## config.mk

```make
export PLATFORM = sky130hd
export DESIGN_NAME = reset_sequencer
export DESIGN_NICKNAME = d
export VERILOG_FILES = /design/src/rtl/reset_seq_pkg.sv /design/src/rtl/seq_timer.sv /design/src/rtl/reset_sequencer.sv
export SDC_FILE = /design/constraint.sdc
export NUM_CORES = 1
export LEC_CHECK = 0
export BUFFER_PORTS_ARGS = -buffer_cell sky130_fd_sc_hd__buf_2
export CORE_MARGIN = 10
export CORE_UTILIZATION = 27
export DETAILED_ROUTE_END_ITERATION = 6
export PLACE_DENSITY = 0.56
export SYNTH_ARGS = -nofsm -noshare
export SYNTH_HDL_FRONTEND = slang
export SYNTH_SLANG_ARGS = --single-unit
```

## constraint.sdc

```tcl
create_clock -name pclk -period 2 [get_ports pclk]
set_clock_uncertainty 0.05 [all_clocks]
set_input_delay 0 -clock pclk [delete_from_list [all_inputs] [get_ports pclk]]
set_output_delay 0 -clock pclk [all_outputs]
set_load 0.01 [all_outputs]
```

## src/rtl/reset_seq_pkg.sv

```systemverilog
// Shared state encoding and stage-index width for the reset sequencer.
package reset_seq_pkg;

    localparam int CUR_STAGE_W = 3;

    typedef enum logic [2:0] {
        ST_HOLD,
        ST_WAIT_RDY,
        ST_GAP,
        ST_DONE,
        ST_FAULT
    } seq_state_e;

    function automatic int max2(input int a, input int b);
        return (a > b) ? a : b;
    endfunction

endpackage

```

## src/rtl/seq_timer.sv

```systemverilog
// Saturating cycle counter: load clears, enable advances, done flags count == limit-1.
module seq_timer #(
    parameter int W = 4
) (
    input  logic         clk_i,
    input  logic         rst_i,
    input  logic         load_i,
    input  logic         en_i,
    input  logic [W-1:0] limit_i,
    output logic         done_o
);

    localparam logic [W-1:0] ONE = W'(1);

    logic [W-1:0] cnt_q, cnt_d;

    assign done_o = (cnt_q == (limit_i - ONE));

    always_comb begin
        cnt_d = cnt_q;
        if (load_i)
            cnt_d = '0;
        else if (en_i && !done_o && (cnt_q != '1))
            cnt_d = cnt_q + ONE;
    end

    always_ff @(posedge clk_i) begin
        if (rst_i) cnt_q <= '0;
        else       cnt_q <= cnt_d;
    end

endmodule

```

## src/rtl/reset_sequencer.sv

```systemverilog
// Staged reset release: hold all domains, then release them in ascending order as each
// reports ready. Define RESET_SEQUENCER_WATCHDOG_EN to add the per-stage ready watchdog.
module reset_sequencer
    import reset_seq_pkg::*;
#(
    parameter int NUM_STAGES     = 3,
    parameter int HOLD_CYCLES    = 8,
    parameter int GAP_CYCLES     = 4,
    parameter int TIMEOUT_CYCLES = 1024
) (
    input  logic                   pclk,
    input  logic                   rst,
    input  logic                   soft_rst_req,
    input  logic [NUM_STAGES-1:0]  stage_rdy,
    output logic [NUM_STAGES-1:0]  stage_rst,
    output logic                   soft_rst_ack,
    output logic                   all_ready,
    output logic [CUR_STAGE_W-1:0] cur_stage,
    output logic                   timeout_err
);

    localparam int PH_W = $clog2(max2(HOLD_CYCLES, GAP_CYCLES)) + 1;
    localparam logic [PH_W-1:0] HOLD_LIM = PH_W'(HOLD_CYCLES);
    localparam logic [PH_W-1:0] GAP_LIM  = PH_W'(GAP_CYCLES);
    localparam logic [CUR_STAGE_W-1:0] LAST_STAGE = CUR_STAGE_W'(NUM_STAGES - 1);
    localparam logic [CUR_STAGE_W-1:0] STAGE_ONE  = CUR_STAGE_W'(1);

    seq_state_e             state_q, state_d;
    logic [NUM_STAGES-1:0]  stage_rst_q, stage_rst_d;
    logic                   all_ready_q, all_ready_d;
    logic                   ack_q, ack_d;
    logic [CUR_STAGE_W-1:0] cur_stage_q, cur_stage_d;
    logic [CUR_STAGE_W-1:0] nxt_stage;
    logic                   armed_q, armed_d;
    logic                   rdy_k;
    logic                   ph_done;
    logic                   tmr_load;

    assign tmr_load  = (state_d != state_q);
    assign nxt_stage = cur_stage_q + STAGE_ONE;

    seq_timer #(.W(PH_W)) u_phase_tmr (
        .clk_i   (pclk),
        .rst_i   (rst),
        .load_i  (tmr_load),
        .en_i    ((state_q == ST_HOLD) || (state_q == ST_GAP)),
        .limit_i ((state_q == ST_HOLD) ? HOLD_LIM : GAP_LIM),
        .done_o  (ph_done)
    );

`ifdef RESET_SEQUENCER_WATCHDOG_EN
    localparam int WD_W = $clog2(TIMEOUT_CYCLES) + 1;
    logic wd_done;
    logic timeout_q, timeout_d;

    seq_timer #(.W(WD_W)) u_wd_tmr (
        .clk_i   (pclk),
        .rst_i   (rst),
        .load_i  (tmr_load),
        .en_i    (state_q == ST_WAIT_RDY),
        .limit_i (WD_W'(TIMEOUT_CYCLES)),
        .done_o  (wd_done)
    );
    assign timeout_err = timeout_q;
`else
    assign timeout_err = 1'b0;
`endif

    always_comb begin
        rdy_k = 1'b0;
        for (int i = 0; i < NUM_STAGES; i++)
            if (cur_stage_q == CUR_STAGE_W'(i)) rdy_k = stage_rdy[i];
    end

    always_comb begin
        state_d     = state_q;
        stage_rst_d = stage_rst_q;
        all_ready_d = all_ready_q;
        ack_d       = 1'b0;
        cur_stage_d = cur_stage_q;
        // Re-arm only once the requester has dropped its level after an ack.
        armed_d     = armed_q | ~soft_rst_req;
`ifdef RESET_SEQUENCER_WATCHDOG_EN
        timeout_d   = timeout_q;
`endif
        case (state_q)
            ST_HOLD: begin
                if (ph_done) begin
                    state_d        = ST_WAIT_RDY;
                    stage_rst_d[0] = 1'b0;
                    cur_stage_d    = '0;
                end
            end
            ST_WAIT_RDY: begin
                if (rdy_k) begin
                    if (cur_stage_q == LAST_STAGE) begin
                        state_d     = ST_DONE;
                        all_ready_d = 1'b1;
                    end else begin
                        state_d = ST_GAP;
                    end
                end
`ifdef RESET_SEQUENCER_WATCHDOG_EN
                else if (wd_done) begin
                    state_d     = ST_FAULT;
                    stage_rst_d = '1;
                    timeout_d   = 1'b1;
                    all_ready_d = 1'b0;
                end
`endif
            end
            ST_GAP: begin
                if (ph_done) begin
                    state_d     = ST_WAIT_RDY;
                    cur_stage_d = nxt_stage;
                    for (int i = 0; i < NUM_STAGES; i++)
                        if (nxt_stage == CUR_STAGE_W'(i)) stage_rst_d[i] = 1'b0;
                end
            end
            ST_DONE, ST_FAULT: begin
                if (soft_rst_req && armed_q) begin
                    state_d     = ST_HOLD;
                    ack_d       = 1'b1;
                    armed_d     = 1'b0;
                    stage_rst_d = '1;
                    all_ready_d = 1'b0;
                    cur_stage_d = '0;
`ifdef RESET_SEQUENCER_WATCHDOG_EN
                    timeout_d   = 1'b0;
`endif
                end
            end
            default: state_d = ST_HOLD;
        endcase
    end

    always_ff @(posedge pclk) begin
        if (rst) begin
            state_q     <= ST_HOLD;
            stage_rst_q <= '1;
            all_ready_q <= 1'b0;
            ack_q       <= 1'b0;
            cur_stage_q <= '0;
            armed_q     <= 1'b1;
`ifdef RESET_SEQUENCER_WATCHDOG_EN
            timeout_q   <= 1'b0;
`endif
        end else begin
            state_q     <= state_d;
            stage_rst_q <= stage_rst_d;
            all_ready_q <= all_ready_d;
            ack_q       <= ack_d;
            cur_stage_q <= cur_stage_d;
            armed_q     <= armed_d;
`ifdef RESET_SEQUENCER_WATCHDOG_EN
            timeout_q   <= timeout_d;
`endif
        end
    end

    assign stage_rst    = stage_rst_q;
    assign all_ready    = all_ready_q;
    assign soft_rst_ack = ack_q;
    assign cur_stage    = cur_stage_q;

endmodule

```

---- After elaboration in Yosys (flattened, before gate mapping) ----
Cells that the tools add are included.
word-level totals
  register bits after elaboration ......... 16
  bits of input ports ..................... 6
  word-level logic and storage cells ...... 82
cells by class
  $add $sub $neg .......................... 3
  eq/ne operators ......................... 19
  mux-type cells .......................... 28
  bitwise operators ....................... 3
  reductions and logical operators ........ 20
operator list
  kind                 count
  $mux 3               8
  $pmux 3 s3           2
  $reduce_and 4->1     4
  $mux 1               14
  $eq 3x2->1 const B   4
  $ne 2x1->1 const B   5
  $eq 3x1->1 const B   3
  $logic_not 3->1      3
  $reduce_or 2->1      4
  $ne 2x2->1 const B   3
  $reduce_and 5->1     1
  $add 4x1->4 const B  1
  $eq 4x4->1           1
  $mux 4               1
  $ne 4x4->1 const B   1
  $pmux 2 s2           1
  $reduce_bool 2->1    2
  $sub 4x1->4 const B  1
  $add 3x1->3 const B  1
  $eq 3x3->1 const B   1
  $logic_and 1x1->1    3
  $ne 3x3->1           1
  $pmux 1 s3           1
  $reduce_bool 3->1    1
  other kinds (5)      6

---- Logic depth before layout (Yosys ltp) ----
  word-level depth ........................ 8
  depth in mapped cells ................... 7
  gate-level depth less buffers ........... 7

---- By module ----
Synthesis repeated with hierarchy kept, for this count alone.
second synthesis, totals
  cells, all modules ...................... 124
  area total of the unflattened synthesis .. 1042.2 um^2
modules (own cells, without submodules)
  module           instances  cells each  area an instance (um^2)  seq. area each (um^2)
  reset_sequencer  1          89          737.0                    240.2
  seq_timer        1          35          305.3                    80.1

---- Least setup slack after synthesis ----
OpenSTA, ideal clock, no wires.
  kind .................................... register -> register
  from .................................... register cur_stage_q[1], in the netlist cur_stage[1]
  to ...................................... register u_phase_tmr.cnt_q[0]
  arrival ................................. 1694 ps
  required time ........................... 1822 ps
  setup slack ............................. 128 ps
  cell stages (with the launch flop) ...... 8
  path buffers ............................ 0
  period minus slack after synthesis ...... 1872 ps
  cells stage by stage .................... dfxtp_1 inv_1 ha_1 nand3b_1 a2111oi_0 o21ai_0 o2111ai_1 nor2_1
between the ends
  cells in the longest elaborated chain, start to end .. 8
  elaborated cells between the ends (all ways) .. 11
RTL lines
  item                         RTL line                RTL
  from (decl)                  reset_sequencer.sv:32   logic [CUR_STAGE_W-1:0] cur_stage_q, cur_stage_d;
  from (signal assigned)       reset_sequencer.sv:153  cur_stage_q <= cur_stage_d;
  $logic_not 3->1              reset_sequencer.sv:72   if (cur_stage_q == CUR_STAGE_W'(i)) rdy_k = stage_rdy[i];
  $mux 1 (3 in a row)          reset_sequencer.sv:72
  $mux 3 *                     reset_sequencer.sv:95   if (rdy_k) begin
  $pmux 3 s3 *                 reset_sequencer.sv:86   case (state_q)
  $ne 3x3->1 *                 reset_sequencer.sv:39   assign tmr_load = (state_d != state_q);
  $reduce_or 2->1 (no line) *  --
  to (signal assigned)         seq_timer.sv:29         else cnt_q <= cnt_d;
  to (decl)                    seq_timer.sv:15         logic [W-1:0] cnt_q, cnt_d;
Every way passes the cells marked *; elsewhere a longest branch is shown, timed or not.
A chain may end at the register's enable or synchronous reset.

---- Worst setup path after layout ----
  from .................................... register state_q[1]
  to ...................................... register all_ready_q, in the netlist all_ready
between the ends
  cells in the longest elaborated chain, start to end .. 4
  elaborated cells between the ends (all ways) .. 10
RTL lines
  item                                                              RTL line                RTL
  from (decl)                                                       reset_sequencer.sv:28   seq_state_e state_q, state_d;
  from (signal assigned)                                            reset_sequencer.sv:149  state_q <= state_d;
  $eq 3x2->1 / $eq 3x3->1 (equally long branches)                   reset_sequencer.sv:86
  $reduce_or 2->1                                                   reset_sequencer.sv:86
  $ne 2x2->1 (no line) / $reduce_bool 2->1 (equally long branches)  --
  $reduce_and 4->1 (no line)                                        --
  to (signal assigned)                                              reset_sequencer.sv:151  all_ready_q <= all_ready_d;
  to (decl)                                                         reset_sequencer.sv:30   logic all_ready_q, all_ready_d;
Parallel ways exist; a longest one is shown, timed or not.

==> metrics.log <==
[metrics] Congestion Overflow GR: 0
[metrics] sequential share of the synthesized area: 0.356
[metrics] worst-case hold slack: 0.224 ns
[metrics] most used flip-flop cell after synthesis: sky130_fd_sc_hd__dfxtp_1
[metrics] number of distinct library cell variants in the gate-level netlist after synthesis: 39
[metrics] adder-cell share of the synthesized area: 0.0972
[metrics] Pint: 0.458 mW
[metrics] total area of sequential cells: 320 sq um
[metrics] final routed DRC violation total: 0
[metrics] cell count of the worst hold path: 5
[metrics] internal reg-to-reg setup slack: 0.14 ns
[metrics] path depth of the worst reg2reg path: 7
[metrics] Root Driver: sky130_fd_sc_hd__clkbuf_4
[metrics] synthesis-to-layout area growth: 23.5%
[metrics] number of setup violations in the final report: 0
[metrics] reported net switching power: 0.136 mW
[metrics] row count: 20
[metrics] CORE AREA: 3130 sq um
[metrics] warnings from Yosys: 0
[metrics] I/O pin count: 15
[metrics] count of vias placed by the detailed router: 770
[metrics] TritonCTS clock tree: yes
[metrics] maximum clock frequency: 539 MHz
[metrics] Synth area leader: sky130_fd_sc_hd__dfxtp_1
[metrics] Post-Synth XOR/XNOR Area: 0.0389
[metrics] CTS Buf Count: 3
[metrics] average cell area after synthesis: 9.01 sq um
[metrics] register share of total power: 0.558
[metrics] count of buffers from port buffering: 13
[metrics] type of element capturing the critical path: register
[metrics] gate count of the mapped netlist: 100
[metrics] initial core utilization: 0.288
[metrics] worst r2r dst: all_ready$_SDFFE_PP0P_
[metrics] total track usage: 0.0674
[metrics] Post CTS Setup Buffer Count: 0
[metrics] data arrival time of the critical path: 2.05 ns
[metrics] maximum number of pins on one net before global-route repair: 11
[metrics] Synth Area in Simple Gates: 0.219
[metrics] Clk pwr share: 0.364
[metrics] Reg-to-Reg Start: state_q[1]$_SDFF_PP0_
[metrics] cell area after technology mapping: 901 sq um
[metrics] overall die width: 77.8 um
[metrics] net total in the final layout: 136
[metrics] number of hold violations in the final report: 0
[metrics] full die area: 6050 sq um
[metrics] highest net fanout along the worst path: 10
[metrics] multiplexer share of the synthesized area: 0.0389
[metrics] min cycle time layout: 1.86 ns
[metrics] post-CTS clock slew at the launch and capture registers of the worst setup and hold paths: 0.10 ns
[metrics] largest cells by area after synthesis: sky130_fd_sc_hd__dfxtp_1 36%, sky130_fd_sc_hd__ha_1 9.7%, sky130_fd_sc_hd__nand2_1 3.8%, sky130_fd_sc_hd__a21oi_1 3.3%, sky130_fd_sc_hd__inv_1 3.3%
[metrics] final antenna-violating net count: 0
[metrics] number of antenna violations at the first check in global routing: 0
[metrics] area share of the leading cell type in the synthesized netlist: 0.356
[metrics] final routed wirelength across all metal layers: 1970 um
[metrics] number of iterations in the first detailed-routing pass: 3
[metrics] total area of multi-input combinational cells: 536 sq um
[metrics] wire length of the first global-routing pass: 3390 um
[metrics] final worst-path cycle share: 0.928
[metrics] outcome: finished clean
[metrics] Starting DRT DRC Count: 23
[metrics] gp weighted congestion: 0.777
[metrics] Place WS: 0.0622 ns
[metrics] total count of max-transition violations in the final report: 0
[metrics] Max Root-Sink Buffers: 2
[metrics] fraction of final layout cells sized beyond drive strength 1: 0.238
[metrics] peak supply drop: 0.353 mV
[metrics] sw frac: 0.229
[metrics] n_diodes: 0
[metrics] register bit total from synthesis: 16
[metrics] post-synthesis compound-gate area fraction: 0.183
[metrics] number of global-route vias before repair: 754
[metrics] worst setup path class: register to register
[metrics] Skew-Pair Late Insertion Delay: 0.29 ns
[metrics] most frequent cells after synthesis: 16 x sky130_fd_sc_hd__dfxtp_1, 9 x sky130_fd_sc_hd__nand2_1, 8 x sky130_fd_sc_hd__inv_1
[metrics] Worst Setup Start Kind: register
[metrics] end point of the worst hold path: state_q[0]$_SDFF_PP0_
[metrics] combinational family with the most area after synthesis: simple AND/OR/NAND/NOR gates
[metrics] filler instances: 334
[metrics] Sinks on Clock Net: 16
[metrics] total power of the final layout: 0.594 mW
[metrics] Synth async-reset ratio: 0
[metrics] placement-stage cell area: 1020 sq um
[metrics] static leakage: 0.477 nW
[metrics] average wire per standard cell: 11.9 um
[metrics] Pwr per Cell Area: 534 nW/um^2
[metrics] required time of the critical path: 2.19 ns
[metrics] Chip Height: 77.8 um
[metrics] post-route standard cell area excluding fillers: 1110 sq um
[metrics] number of maximum-capacitance violations: 0
[metrics] placed wire-length estimate after detailed placement: 1560 um
[metrics] number of synthesized flops with an enable pin: 0
[metrics] worst min path class: input port to register
[metrics] final setup slack of the worst path: 0.145 ns
[metrics] Synthesized Nets: 113
[metrics] most instantiated library cell after synthesis: sky130_fd_sc_hd__dfxtp_1
[metrics] CTS H-Tree Depth: 1
[metrics] start point of the worst hold path: stage_rdy[1]
[metrics] Comb power frac: 0.078
[metrics] Avg Vias per Cell: 4.64
==> power groups by stage <==
| stage | combinational [mW] | sequential [mW] | clock, mW |
|---|---|---|---|
| after CTS | 0.0456 | 0.332 | 0.224 |
| after detailed placement | 0.0406 | 0.339 | 0 |
| after floorplan | 0.0308 | 0.338 | 0 |
| after global routing | 0.0511 | 0.333 | 0.246 |
| after global placement | 0.0386 | 0.338 | 0 |
| final | 0.0462 | 0.332 | 0.216 |
==> through the flow <==
step | utilization | TNS (ns) | std cells
after CTS | 0.352 | 0 | 166
after global placement | 0.328 | 0 | 158
final | 0.356 | 0 | 166
after floorplan | - | 0 | 100
after global routing | 0.356 | -0.00956 | 166
after detailed placement | 0.328 | 0 | 158
==> logic make-up after synthesis <==
group,Yosys count
AND/OR/NAND/NOR,33
AO/OA/AOI/OAI,25
flip-flops,16
buffers and inverters,11
adder cells (fa/ha/maj),7
XOR/XNOR,4
multiplexers,3
other,1
==> state kept, by name, summed over array words and instances (netlist names) <==
register and cells:
all_ready 1, state_q 3, armed_q 1, soft_rst_ack 1, stage_rst 3, u_phase_tmr.cnt_q 4
cur_stage 3
==> critical path, stage by stage (launching register included) <==
cell and delay, ns:
sky130_fd_sc_hd__dfxtp_1 0.34, sky130_fd_sc_hd__buf_4 0.17, sky130_fd_sc_hd__and3b_1 0.19, sky130_fd_sc_hd__o211ai_1 0.19, sky130_fd_sc_hd__buf_4 0.16, sky130_fd_sc_hd__nand2_1 0.05
sky130_fd_sc_hd__a21oi_1 0.11, sky130_fd_sc_hd__dlygate4sd3_1 0.55
==> layer usage <==
metal / track usage / vias up / part of all wire
met5: 0 / - / 0
met4: 0.0164 / 0 / 0.0061
met3: 0.0392 / 2 / 0.067
met2: 0.112 / 14 / 0.48
met1: 0.0720 / 355 / 0.45
li1: - / 399 / -
==> how the worst max path moves through the flow <==
stage	startpoint	end	slack, ns	cells after the start
finish	state_q[1]$_SDFF_PP0_	all_ready$_SDFFE_PP0P_	0.14	7
global route	cur_stage[0]$_SDFFE_PP0P_	u_phase_tmr.cnt_q[2]$_SDFFE_PP0P_	-0.01	7
CTS	cur_stage[0]$_SDFFE_PP0P_	u_phase_tmr.cnt_q[0]$_SDFFE_PP0P_	0.03	7
detailed placement	cur_stage[0]$_SDFFE_PP0P_	u_phase_tmr.cnt_q[0]$_SDFFE_PP0P_	0.06	7
global placement	cur_stage[0]$_SDFFE_PP0P_	u_phase_tmr.cnt_q[2]$_SDFFE_PP0P_	0.13	7
floorplan	cur_stage[1]$_SDFFE_PP0P_	u_phase_tmr.cnt_q[0]$_SDFFE_PP0P_	0.13	7
==> what timing repair did <==
item | 4_1_cts | 5_1_grt
resized for setup | 0 | 3
endpoints found under the setup margin | 0 | 5
hold endpoints to repair | 8 | 0
hold buffers | 4 | 0
==> area by class of cell <==
cell class / instances / area share
flip-flops and latches: 16 / 0.288
repair buffers: 21 / 0.121
well taps: 44 / 0.0495
clock buffers: 4 / 0.0326
multi-input cells: 73 / 0.481
inverters: 8 / 0.0270
==> placed cells by master (no fill, tap or decap), types with 2 or more instances in the layout <==
cell type	Yosys	routed
sky130_fd_sc_hd__o21ai_1	2	2
sky130_fd_sc_hd__ha_1	7	7
sky130_fd_sc_hd__a21oi_1	6	6
sky130_fd_sc_hd__dlygate4sd3_1	0	4
sky130_fd_sc_hd__o21ai_0	5	5
sky130_fd_sc_hd__buf_2	0	13
sky130_fd_sc_hd__o311ai_0	2	2
sky130_fd_sc_hd__nand4_1	3	3
sky130_fd_sc_hd__nor2_2	2	2
sky130_fd_sc_hd__a211o_1	2	2
sky130_fd_sc_hd__nand2_1	9	9
sky130_fd_sc_hd__mux2i_1	2	2
sky130_fd_sc_hd__dfxtp_1	16	16
sky130_fd_sc_hd__xor2_1	2	2
sky130_fd_sc_hd__nor2_1	5	5
sky130_fd_sc_hd__xnor2_1	2	2
sky130_fd_sc_hd__clkbuf_4	0	3
sky130_fd_sc_hd__o21a_1	2	2
sky130_fd_sc_hd__inv_1	8	8
sky130_fd_sc_hd__buf_4	2	4
Note: power is estimated with default switching activity, not from simulation.
